--- src/rtl/mips_pkg.sv ---
// Shared fetch-stage definitions: FSM encoding and the special instruction words.
// Latency: n/a (types and constants only).
// Backpressure: n/a.
package mips_pkg;

  typedef enum logic {
    ST_RUN  = 1'b0,
    ST_HALT = 1'b1
  } fetch_state_t;

  localparam logic [31:0] SYSCALL_WORD = 32'h0000_000C;
  localparam logic [31:0] NOP_WORD     = 32'h0000_0000;

endpackage

--- src/rtl/next_pc_sel.sv ---
// Next-PC target computation and priority select (jump_reg > jump > branch > sequential).
// Latency: purely combinational, zero cycles.
// Backpressure: none; the caller decides whether the selected target is committed.
//
// Ports:
//   pc            current PC
//   branch_taken  / branch_offset  conditional branch, sign-extended word offset
//   jump          / jump_index     J-type jump, 26-bit target field
//   jump_reg      / jr_target      register jump
//   pc_plus4      pc + 4
//   next_pc       selected target (all arithmetic wraps modulo 2^32)
module next_pc_sel (
  input  logic [31:0] pc,
  input  logic        branch_taken,
  input  logic [31:0] branch_offset,
  input  logic        jump,
  input  logic [25:0] jump_index,
  input  logic        jump_reg,
  input  logic [31:0] jr_target,
  output logic [31:0] pc_plus4,
  output logic [31:0] next_pc
);

  logic [31:0] w_branch_tgt;
  logic [31:0] w_jump_tgt;

  assign pc_plus4     = pc + 32'd4;
  assign w_branch_tgt = pc_plus4 + (branch_offset << 2);
  // J-type keeps the 256 MB region of the delay-slot address.
  assign w_jump_tgt   = {pc_plus4[31:28], jump_index, 2'b00};

  always_comb begin
    next_pc = pc_plus4;
    if (jump_reg) begin
      next_pc = jr_target;
    end else if (jump) begin
      next_pc = w_jump_tgt;
    end else if (branch_taken) begin
      next_pc = w_branch_tgt;
    end
  end

endmodule

--- src/rtl/fetch_unit.sv ---
// Instruction fetch: PC register, RUN/HALT state machine, retire counter, fault capture.
// Latency: imem_addr follows pc combinationally; the PC advances one commit per clock.
// Backpressure: stall=1 holds pc and retired; HALT ignores stall and controls until rst.
//
// Ports:
//   clk, rst                 single clock, synchronous active-high reset
//   stall                    hold the current instruction this cycle
//   branch_*, jump*, jr_*    control-flow requests, see next_pc_sel
//   imem_addr / imem_instr   asynchronous-read instruction memory
//   instr, valid             instruction to decode (zero when not valid)
//   pc, pc_plus4             current PC and PC+4
//   halted, fault, fault_addr  halt status and offending target
//   retired                  committed-instruction counter (wraps)
module fetch_unit
  import mips_pkg::*;
#(
  parameter logic [31:0] RESET_PC  = 32'h0000_0000,
  parameter int          MEM_WORDS = 64
) (
  input  logic        clk,
  input  logic        rst,
  input  logic        stall,
  input  logic        branch_taken,
  input  logic [31:0] branch_offset,
  input  logic        jump,
  input  logic [25:0] jump_index,
  input  logic        jump_reg,
  input  logic [31:0] jr_target,
  output logic [31:0] imem_addr,
  input  logic [31:0] imem_instr,
  output logic [31:0] instr,
  output logic [31:0] pc,
  output logic [31:0] pc_plus4,
  output logic        valid,
  output logic        halted,
  output logic        fault,
  output logic [31:0] fault_addr,
  output logic [31:0] retired
);

  // 33 bits so the byte size cannot overflow the comparison.
  localparam logic [32:0] MEM_BYTES = 33'(MEM_WORDS) * 33'd4;

  fetch_state_t r_state;
  fetch_state_t w_state_nxt;
  logic [31:0]  r_pc;
  logic [31:0]  r_retired;
  logic         r_fault;
  logic [31:0]  r_fault_addr;

  logic [31:0]  w_pc_nxt;
  logic [31:0]  w_retired_nxt;
  logic         w_fault_nxt;
  logic [31:0]  w_fault_addr_nxt;

  logic [31:0]  w_pc_plus4;
  logic [31:0]  w_target;
  logic         w_bad_target;
  logic         w_syscall;

  next_pc_sel u_next_pc_sel (
    .pc            (r_pc),
    .branch_taken  (branch_taken),
    .branch_offset (branch_offset),
    .jump          (jump),
    .jump_index    (jump_index),
    .jump_reg      (jump_reg),
    .jr_target     (jr_target),
    .pc_plus4      (w_pc_plus4),
    .next_pc       (w_target)
  );

  assign w_bad_target = (w_target[1:0] != 2'b00) || ({1'b0, w_target} >= MEM_BYTES);
  assign w_syscall    = (imem_instr == SYSCALL_WORD);

  always_comb begin
    w_state_nxt      = r_state;
    w_pc_nxt         = r_pc;
    w_retired_nxt    = r_retired;
    w_fault_nxt      = r_fault;
    w_fault_addr_nxt = r_fault_addr;
    if (r_state == ST_RUN && !stall) begin
      if (w_syscall) begin
        // Syscall retires but PC stays on it; control inputs are ignored.
        w_state_nxt   = ST_HALT;
        w_retired_nxt = r_retired + 32'd1;
      end else if (w_bad_target) begin
        // Faulting commit does not retire.
        w_state_nxt      = ST_HALT;
        w_fault_nxt      = 1'b1;
        w_fault_addr_nxt = w_target;
      end else begin
        w_pc_nxt      = w_target;
        w_retired_nxt = r_retired + 32'd1;
      end
    end
  end

  always_ff @(posedge clk) begin
    if (rst) begin
      r_state      <= ST_RUN;
      r_pc         <= RESET_PC;
      r_retired    <= 32'd0;
      r_fault      <= 1'b0;
      r_fault_addr <= 32'd0;
    end else begin
      r_state      <= w_state_nxt;
      r_pc         <= w_pc_nxt;
      r_retired    <= w_retired_nxt;
      r_fault      <= w_fault_nxt;
      r_fault_addr <= w_fault_addr_nxt;
    end
  end

  assign imem_addr  = r_pc;
  assign pc         = r_pc;
  assign pc_plus4   = w_pc_plus4;
  assign valid      = (r_state == ST_RUN);
  assign halted     = (r_state == ST_HALT);
  assign instr      = valid ? imem_instr : NOP_WORD;
  assign fault      = r_fault;
  assign fault_addr = r_fault_addr;
  assign retired    = r_retired;

endmodule
--- config.mk ---
export PLATFORM = sky130hd
export DESIGN_NAME = fetch_unit
export DESIGN_NICKNAME = d
export VERILOG_FILES = /design/src/rtl/mips_pkg.sv /design/src/rtl/next_pc_sel.sv /design/src/rtl/fetch_unit.sv
export SDC_FILE = /design/constraint.sdc
export NUM_CORES = 1
export LEC_CHECK = 0
export BUFFER_PORTS_ARGS = -buffer_cell sky130_fd_sc_hd__buf_2
export CORE_MARGIN = 5
export CORE_UTILIZATION = 50
export CTS_CLUSTER_DIAMETER = 50
export DETAILED_ROUTE_END_ITERATION = 8
export PLACE_DENSITY = 0.79
export SLEW_MARGIN = 20
export SYNTH_ARGS = -nofsm -noshare
export SYNTH_HDL_FRONTEND = slang
export SYNTH_HIERARCHICAL = 1
export SYNTH_SLANG_ARGS = --single-unit
export TNS_END_PERCENT = 20
--- constraint.sdc ---
create_clock -name clk -period 5.45 [get_ports clk]
set_input_delay 0.545 -clock clk [delete_from_list [all_inputs] [get_ports clk]]
set_output_delay 0.545 -clock clk [all_outputs]
set_load 0.03 [all_outputs]
==> metrics.yaml, run 1 <==
drive_above_1_share_pct: 34.8
antenna_found_initial: 1
die_area_um2: 18200
ir_drop_mv: 0.159
holdPathEnd: "fault$_SDFFE_PP0P_"
holdCritPathClass: "flip-flop to flip-flop"
syn-num-nets: 1176
n_fill_cell: 1434
port_buffers: 320
routed_wl_um: 26600
syn-cell-area_um2: 7790
clock-sinks: 98
relSlewSlack_pct: 37.9
critical_path_class: "flip-flop to flip-flop"
crit_path_start_kind: "flip-flop"
crit_arrival_ns: 5.44
syn_avg_cell_area_um2: 7.72
drt-initial-drc-count: 573
cts.clk_slew.worst_paths_ns: 0.08
cts_hold_buffers: 0
p_per_area_nw_per_um2: 182
finish.utilization_pct: 64.3
grt_pass1_wl_um: 40000
post-route-period-util_pct: 95.2
whs_path_depth: 2
reg2regPathDepth: 22
synthArstFlopShare_pct: 0
root_buffer: "clkbuf_16"
grt_pass1_vias: 7796
setup_viol: 0
min_period_ns: 5.19
r2r_end: "retired[8]$_SDFFE_PP0P_"
min_from: "fault$_SDFFE_PP0P_"
cts_tree: "built"
fin_setup_tns_ns: 0
via_per_inst: 5.75
core-area_um2: 15300
synth_ff_type: "dfxtp_1"
hold_violations: 0
critPathRequiredTime_ns: 5.70
end_kind: "flip-flop"
row_count: 45
fmax_mhz: 193
antennaDiodeCount: 0
cts_max_path_buffers: 2
skew_ns: 0.0143
hpwlAfterDp_um: 20400
ys_seq_elements: 98
maxSlewViolCount: 0
route.detailed.wl_per_inst_um: 17.8
crit_path_max_fanout: 47
p_leak_nw: 4.79
drt_first_pass_iters: 6
drc_errors: 0
syn_inst: 1010
r2r_slack_ns: 0.26
numCtsBuffers: 9
reg2reg_from: "imem_addr[2]$_SDFFE_PP0P_"
die_w_um: 135
routed-via-count: 8577
ys_seq_area_share_pct: 25.2
io-pin-count: 323
max-cap-violations: 0
synth_edf_count: 0
outcome: "complete, no violations"
tightest_slew_ns: 0.931
area.growth.synth_to_final_pct: 25.9
grtUsageTotal_pct: 27.0
die_y_um: 135
grt-ovfl-total: 0
cts_htree_levels: 3
ant_nets: 0
insertion_delay_ns: 0.36
start_util_pct: 51.1
ys_warn_count: 6
synth.distinct_cells: 77
gp_congestion: 0.917
num-nets-final: 1441
grt_max_degree: 66
==> kinds of logic (layout without fill, tap and decap cells) <==
family	Yosys count	after routing	synth area share [%]
and+or+nand+nor	402	402	27.9
AOI/OAI and AO/OA	260	260	20.9
buffers and inverters	114	384	7.26
DFF	98	98	25.2
muxes	50	50	6.98
xor gates and xnor gates	48	48	5.59
adders and majority gates	38	38	6.20
==> critical path, stage by stage (launching register included) <==
cell and delay, ns:
dfxtp_1 0.34, ha_1 0.20, nand4_1 0.25, nor3_2 0.22, buf_4 0.18, nand2_1 0.09, xnor2_2 0.16, ha_1 0.38
and3_1 0.23, nand2_1 0.10, o32ai_1 0.30, nor2_2 0.12, a21oi_2 0.22, and3_1 0.19, o31ai_1 0.07, mux2_2 0.23
a31oi_1 0.11, nor4_1 0.32, and4_4 0.32, nand2_2 0.08, buf_12 0.20, a2111oi_1 0.38, mux2_2 0.38
==> metrics by stage <==
step / area, um2 / power (mW) / hold slack (ns) / setup WS [ns] / std cells
after floorplan: 7820 / 0.978 / 0.607 / 0.00694 / 1010
after global placement: 9410 / 1.11 / 0.447 / 0.160 / 1473
after detailed placement: 9410 / 1.11 / 0.449 / 0.168 / 1473
after CTS: 9730 / 1.80 / 0.466 / 0.0668 / 1489
after global routing: 9810 / 1.86 / 0.486 / -0.0177 / 1491
final: 9810 / 1.79 / 0.459 / 0.261 / 1491
==> synthesized netlist by cell type, types with 18 or more instances <==
cell	count	share of area, %
xnor2_1	28	3.1
nand2_1	74	3.6
nand4_1	55	4.4
clkbuf_1	50	2.4
inv_1	18	0.87
nand3_1	28	1.8
a21oi_1	92	5.9
mux2_2	35	5.1
dfxtp_1	98	25
o21ai_0	65	4.2
ha_1	37	5.9
xor2_1	18	2.0
buf_4	34	3.3
nor2_1	82	3.9
nor2b_1	64	5.1
and3_1	18	1.4
and2_1	30	2.4
==> state kept, by name (all words and copies together) (netlist names) <==
signal and count:
fault_addr 32, imem_addr 32, retired 32, fault 1, halted 1
==> how the worst max path moves through the flow <==
| stage | from | endpoint | slack, ns | cells after the start |
|---|---|---|---|---|
| after floorplan | imem_addr[2]$_SDFFE_PP0P_ | retired[21]$_SDFFE_PP0P_ | 0.007 | 19 |
| after global placement | imem_addr[4]$_SDFFE_PP0P_ | retired[26]$_SDFFE_PP0P_ | 0.16 | 20 |
| after detailed placement | imem_addr[4]$_SDFFE_PP0P_ | retired[26]$_SDFFE_PP0P_ | 0.17 | 20 |
| after CTS | imem_addr[4]$_SDFFE_PP0P_ | retired[26]$_SDFFE_PP0P_ | 0.07 | 20 |
| after global routing | imem_addr[3]$_SDFFE_PP0P_ | retired[8]$_SDFFE_PP0P_ | -0.02 | 20 |
| final | imem_addr[2]$_SDFFE_PP0P_ | retired[8]$_SDFFE_PP0P_ | 0.26 | 22 |
==> where the power goes <==
part,internal (mW),switching [mW]
combinational,0.126,0.232
clock,0.370,0.319
sequential,0.731,0.0122
==> per-layer routing <==
| metal | GRT usage, % | up-vias | wire length (um) |
|---|---|---|---|
| met3 | 4.40 | 69 | 1920 |
| met1 | 34.2 | 3971 | 11000 |
| met2 | 45.3 | 389 | 12700 |
| li1 | - | 4146 | - |
| met4 | 11.9 | 2 | 997 |
| met5 | 0 | - | 13 |
==> layout make-up <==
| class | instances | area, um2 | area share [%] |
|---|---|---|---|
| sequential | 98 | 1970 | 20.0 |
| clock buffer | 9 | 225 | 2.30 |
| inverter | 20 | 75.1 | 0.765 |
| timing repair buffer | 348 | 1820 | 18.6 |
| clock inverter | 7 | 93.8 | 0.956 |
| multi-input combinational | 798 | 5360 | 54.7 |
| tap | 211 | 264 | 2.69 |
==> what timing repair did <==
action | 4_1_cts | 5_1_grt
buffers inserted | 0 | 2
endpoints found under the hold margin | 0 | 0
endpoints found under the setup margin | 0 | 57
gates resized for setup | 0 | 16
==> layout by cell type, fill, tap and decap left out, drive strengths merged, types with 3 or more instances in the layout <==
| cell | Yosys | layout |
|---|---|---|
| clkbuf | 50 | 9 |
| dfxtp | 98 | 98 |
| a31oi | 7 | 7 |
| nand3 | 31 | 31 |
| o21ai | 68 | 68 |
| ha | 37 | 37 |
| nor2b | 64 | 64 |
| and2 | 31 | 31 |
| mux2i | 15 | 15 |
| and3 | 19 | 19 |
| inv | 18 | 22 |
| a21o | 15 | 15 |
| nor4 | 16 | 16 |
| o21a | 5 | 5 |
| nor2 | 82 | 82 |
| buf | 44 | 348 |
| a211oi | 15 | 15 |
| o31ai | 4 | 4 |
| xor2 | 19 | 19 |
| nand2 | 74 | 74 |
| and4 | 5 | 5 |
| a21oi | 93 | 93 |
| clkinv | 2 | 3 |
| o22ai | 6 | 6 |
| o21bai | 8 | 8 |
| nor3 | 11 | 11 |
| nand4 | 57 | 57 |
| mux2 | 35 | 35 |
| o211ai | 11 | 11 |
| nand2b | 4 | 4 |
| xnor2 | 29 | 29 |
| a2111oi | 6 | 6 |
Power figures use the tool's default switching activity.
==> run 2: changes to the inputs <==
--- a/config.mk
+++ b/config.mk
@@ -5,7 +5,7 @@
 export SDC_FILE = /design/constraint.sdc
 export NUM_CORES = 1
 export LEC_CHECK = 0
-export BUFFER_PORTS_ARGS = -buffer_cell sky130_fd_sc_hd__buf_2
+export BUFFER_PORTS_ARGS = -buffer_cell sky130_fd_sc_hd__clkbuf_2
 export CORE_MARGIN = 5
 export CORE_UTILIZATION = 50
 export CTS_CLUSTER_DIAMETER = 50
==> metrics.yaml, run 2 (synthesis gave the netlist of run 1 again) <==
numCtsBuffers: 9  # unchanged
critical_path_class: "flip-flop to flip-flop"
cts_hold_buffers: 0  # unchanged
maxSlewViolCount: 0  # unchanged
total_power_mw: 1.74  # -2.8%
start_util_pct: 51.1  # unchanged
tightest_slew_ns: 0.688  # -0.244 ns
layout_common_cells: "clkbuf_2, dfxtp_1, a21oi_1"
io-pin-count: 323  # unchanged
max-cap-violations: 0  # unchanged
outcome: "complete, no violations"
gp_congestion: 0.951  # +3.8%
crit_arrival_ns: 5.45  # about the same
core-area_um2: 15300  # unchanged
grt_max_degree: 73  # +11%
num-nets-final: 1444  # +0.21%
drt_first_pass_iters: 6  # unchanged
grtUsageTotal_pct: 27.2  # +0.21 points
antenna_found_initial: 0  # -1
critPathRequiredTime_ns: 5.70  # about the same
grt-ovfl-total: 0  # unchanged
ir_drop_mv: 0.211  # +32%
fmax_mhz: 192  # -0.34%
post-route-period-util_pct: 95.5  # +0.33 points
die_area_um2: 18200  # unchanged
crit_path_max_fanout: 24  # -49%
die_w_um: 135  # unchanged
drt-initial-drc-count: 638  # +11%
routed_wl_um: 26500  # -0.32%
cts_max_path_buffers: 2  # unchanged
hold_violations: 0  # unchanged
root_buffer: "clkbuf_16"
routed-via-count: 8541  # -0.42%
final_common_cell: "clkbuf_2"
end_kind: "flip-flop"
min_period_ns: 5.21  # +0.0177 ns
route.detailed.wl_per_inst_um: 17.7  # -0.52%
clock-sinks: 98  # unchanged
holdCritPathClass: "flip-flop to flip-flop"
via_per_inst: 5.72  # -0.62%
crit_path_start_kind: "flip-flop"
area.growth.synth_to_final_pct: 25.6
insertion_delay_ns: 0.35  # about the same
p_leak_nw: 4.66  # -2.6%
ant_nets: 0  # unchanged
relSlewSlack_pct: 54.2  # +16 points
skew_ns: 0.0145  # +0.000286 ns
setup_viol: 0  # unchanged
cts_htree_levels: 3  # unchanged
drive_above_1_share_pct: 34.8  # -0.081 points
cts_tree: "built"
cts.clk_slew.worst_paths_ns: 0.08  # about the same
port_buffers: 320  # unchanged
grt_pass1_wl_um: 40400  # +1.2%
holdWs_ns: 0.477  # +0.0178 ns
die_y_um: 135  # unchanged
hpwlAfterDp_um: 20500  # +0.44%
antennaDiodeCount: 0  # unchanged
grt_pass1_vias: 7689  # -1.4%
p_per_area_nw_per_um2: 178  # -2.6%
row_count: 45  # unchanged
drc_errors: 0  # unchanged
run 2: cell count changes in the layout (fill, tap and decap cells not counted), moves of 2 or more:
cell,delta
clkbuf_2,+319
a21oi_2,-2
buf_4,+4
dfxtp_2,-2
a21oi_1,+2
buf_2,-319
dfxtp_1,+2
clkinv_4,+2
run 2: repair_timing:
action / 4_1_cts / 5_1_grt
endpoints found under the hold margin: 0 / 0
resized for setup: 1 / 12
pin swaps: 0 / 1
setup buffers: 0 / 1
setup endpoints to repair: 2 / 91
run 2: critical path, cell delays in order (launching register included):
cell and delay [ns]:
dfxtp_1 0.49, nand3_1 0.24, nor4_4 0.36, and3_2 0.24, xor2_1 0.20, ha_1 0.30, a21o_1 0.19, a21o_1 0.18
a21oi_1 0.25, o31ai_4 0.15, a211oi_2 0.27, o21ai_0 0.13, o211ai_1 0.14, mux2i_1 0.20, o21ai_0 0.14, nor4_1 0.24
and4_2 0.38, nand2_4 0.22, a2111oi_2 0.40, mux2_2 0.38
run 2: cell type report:
type / instances / area, um2
well taps: 211 / 264
clock inverters: 7 / 70.1
inverters: 20 / 75.1
multi-input cells: 798 / 5360
clock buffers: 9 / 225
repair buffers: 351 / 1830
flip-flops and latches: 98 / 1960
fillers: 1410 / 5470
run 2: final timing paths:
check	cells after the start	endpoint	slack, ns	startpoint
worst min-delay path	2	fault$_SDFFE_PP0P_	0.48	fault$_SDFFE_PP0P_
worst min register to register	2	fault$_SDFFE_PP0P_	0.48	fault$_SDFFE_PP0P_
worst max register to register	19	retired[8]$_SDFFE_PP0P_	0.24	imem_addr[8]$_SDFFE_PP0P_
worst max-delay path	19	retired[8]$_SDFFE_PP0P_	0.24	imem_addr[8]$_SDFFE_PP0P_
run 2: metrics by stage:
step	utilization [%]	cell area (um2)	setup slack, ns	cells	setup TNS [ns]
after floorplan	-	7820	0.00694	1010	0
after global placement	61.8	9430	0.0952	1477	0
after detailed placement	61.8	9430	-0.0652	1477	-0.0952
after CTS	63.7	9730	0.0141	1493	0
after global routing	64.2	9790	-0.0200	1494	-0.0337
final	64.2	9790	0.243	1494	0
run 2: per-layer routing:
metal	wire, um	GRT usage, %	vias up
li1	-	-	4160
met1	11300	36.1	3941
met2	12500	44.9	383
met3	1720	3.35	57
met4	960	11.3	0
met5	0	0	-
run 2: where the power goes:
group	internal, mW	total, mW	switching (mW)
registers	0.731	0.744	0.0130
logic	0.126	0.357	0.231
clock network	0.322	0.639	0.317
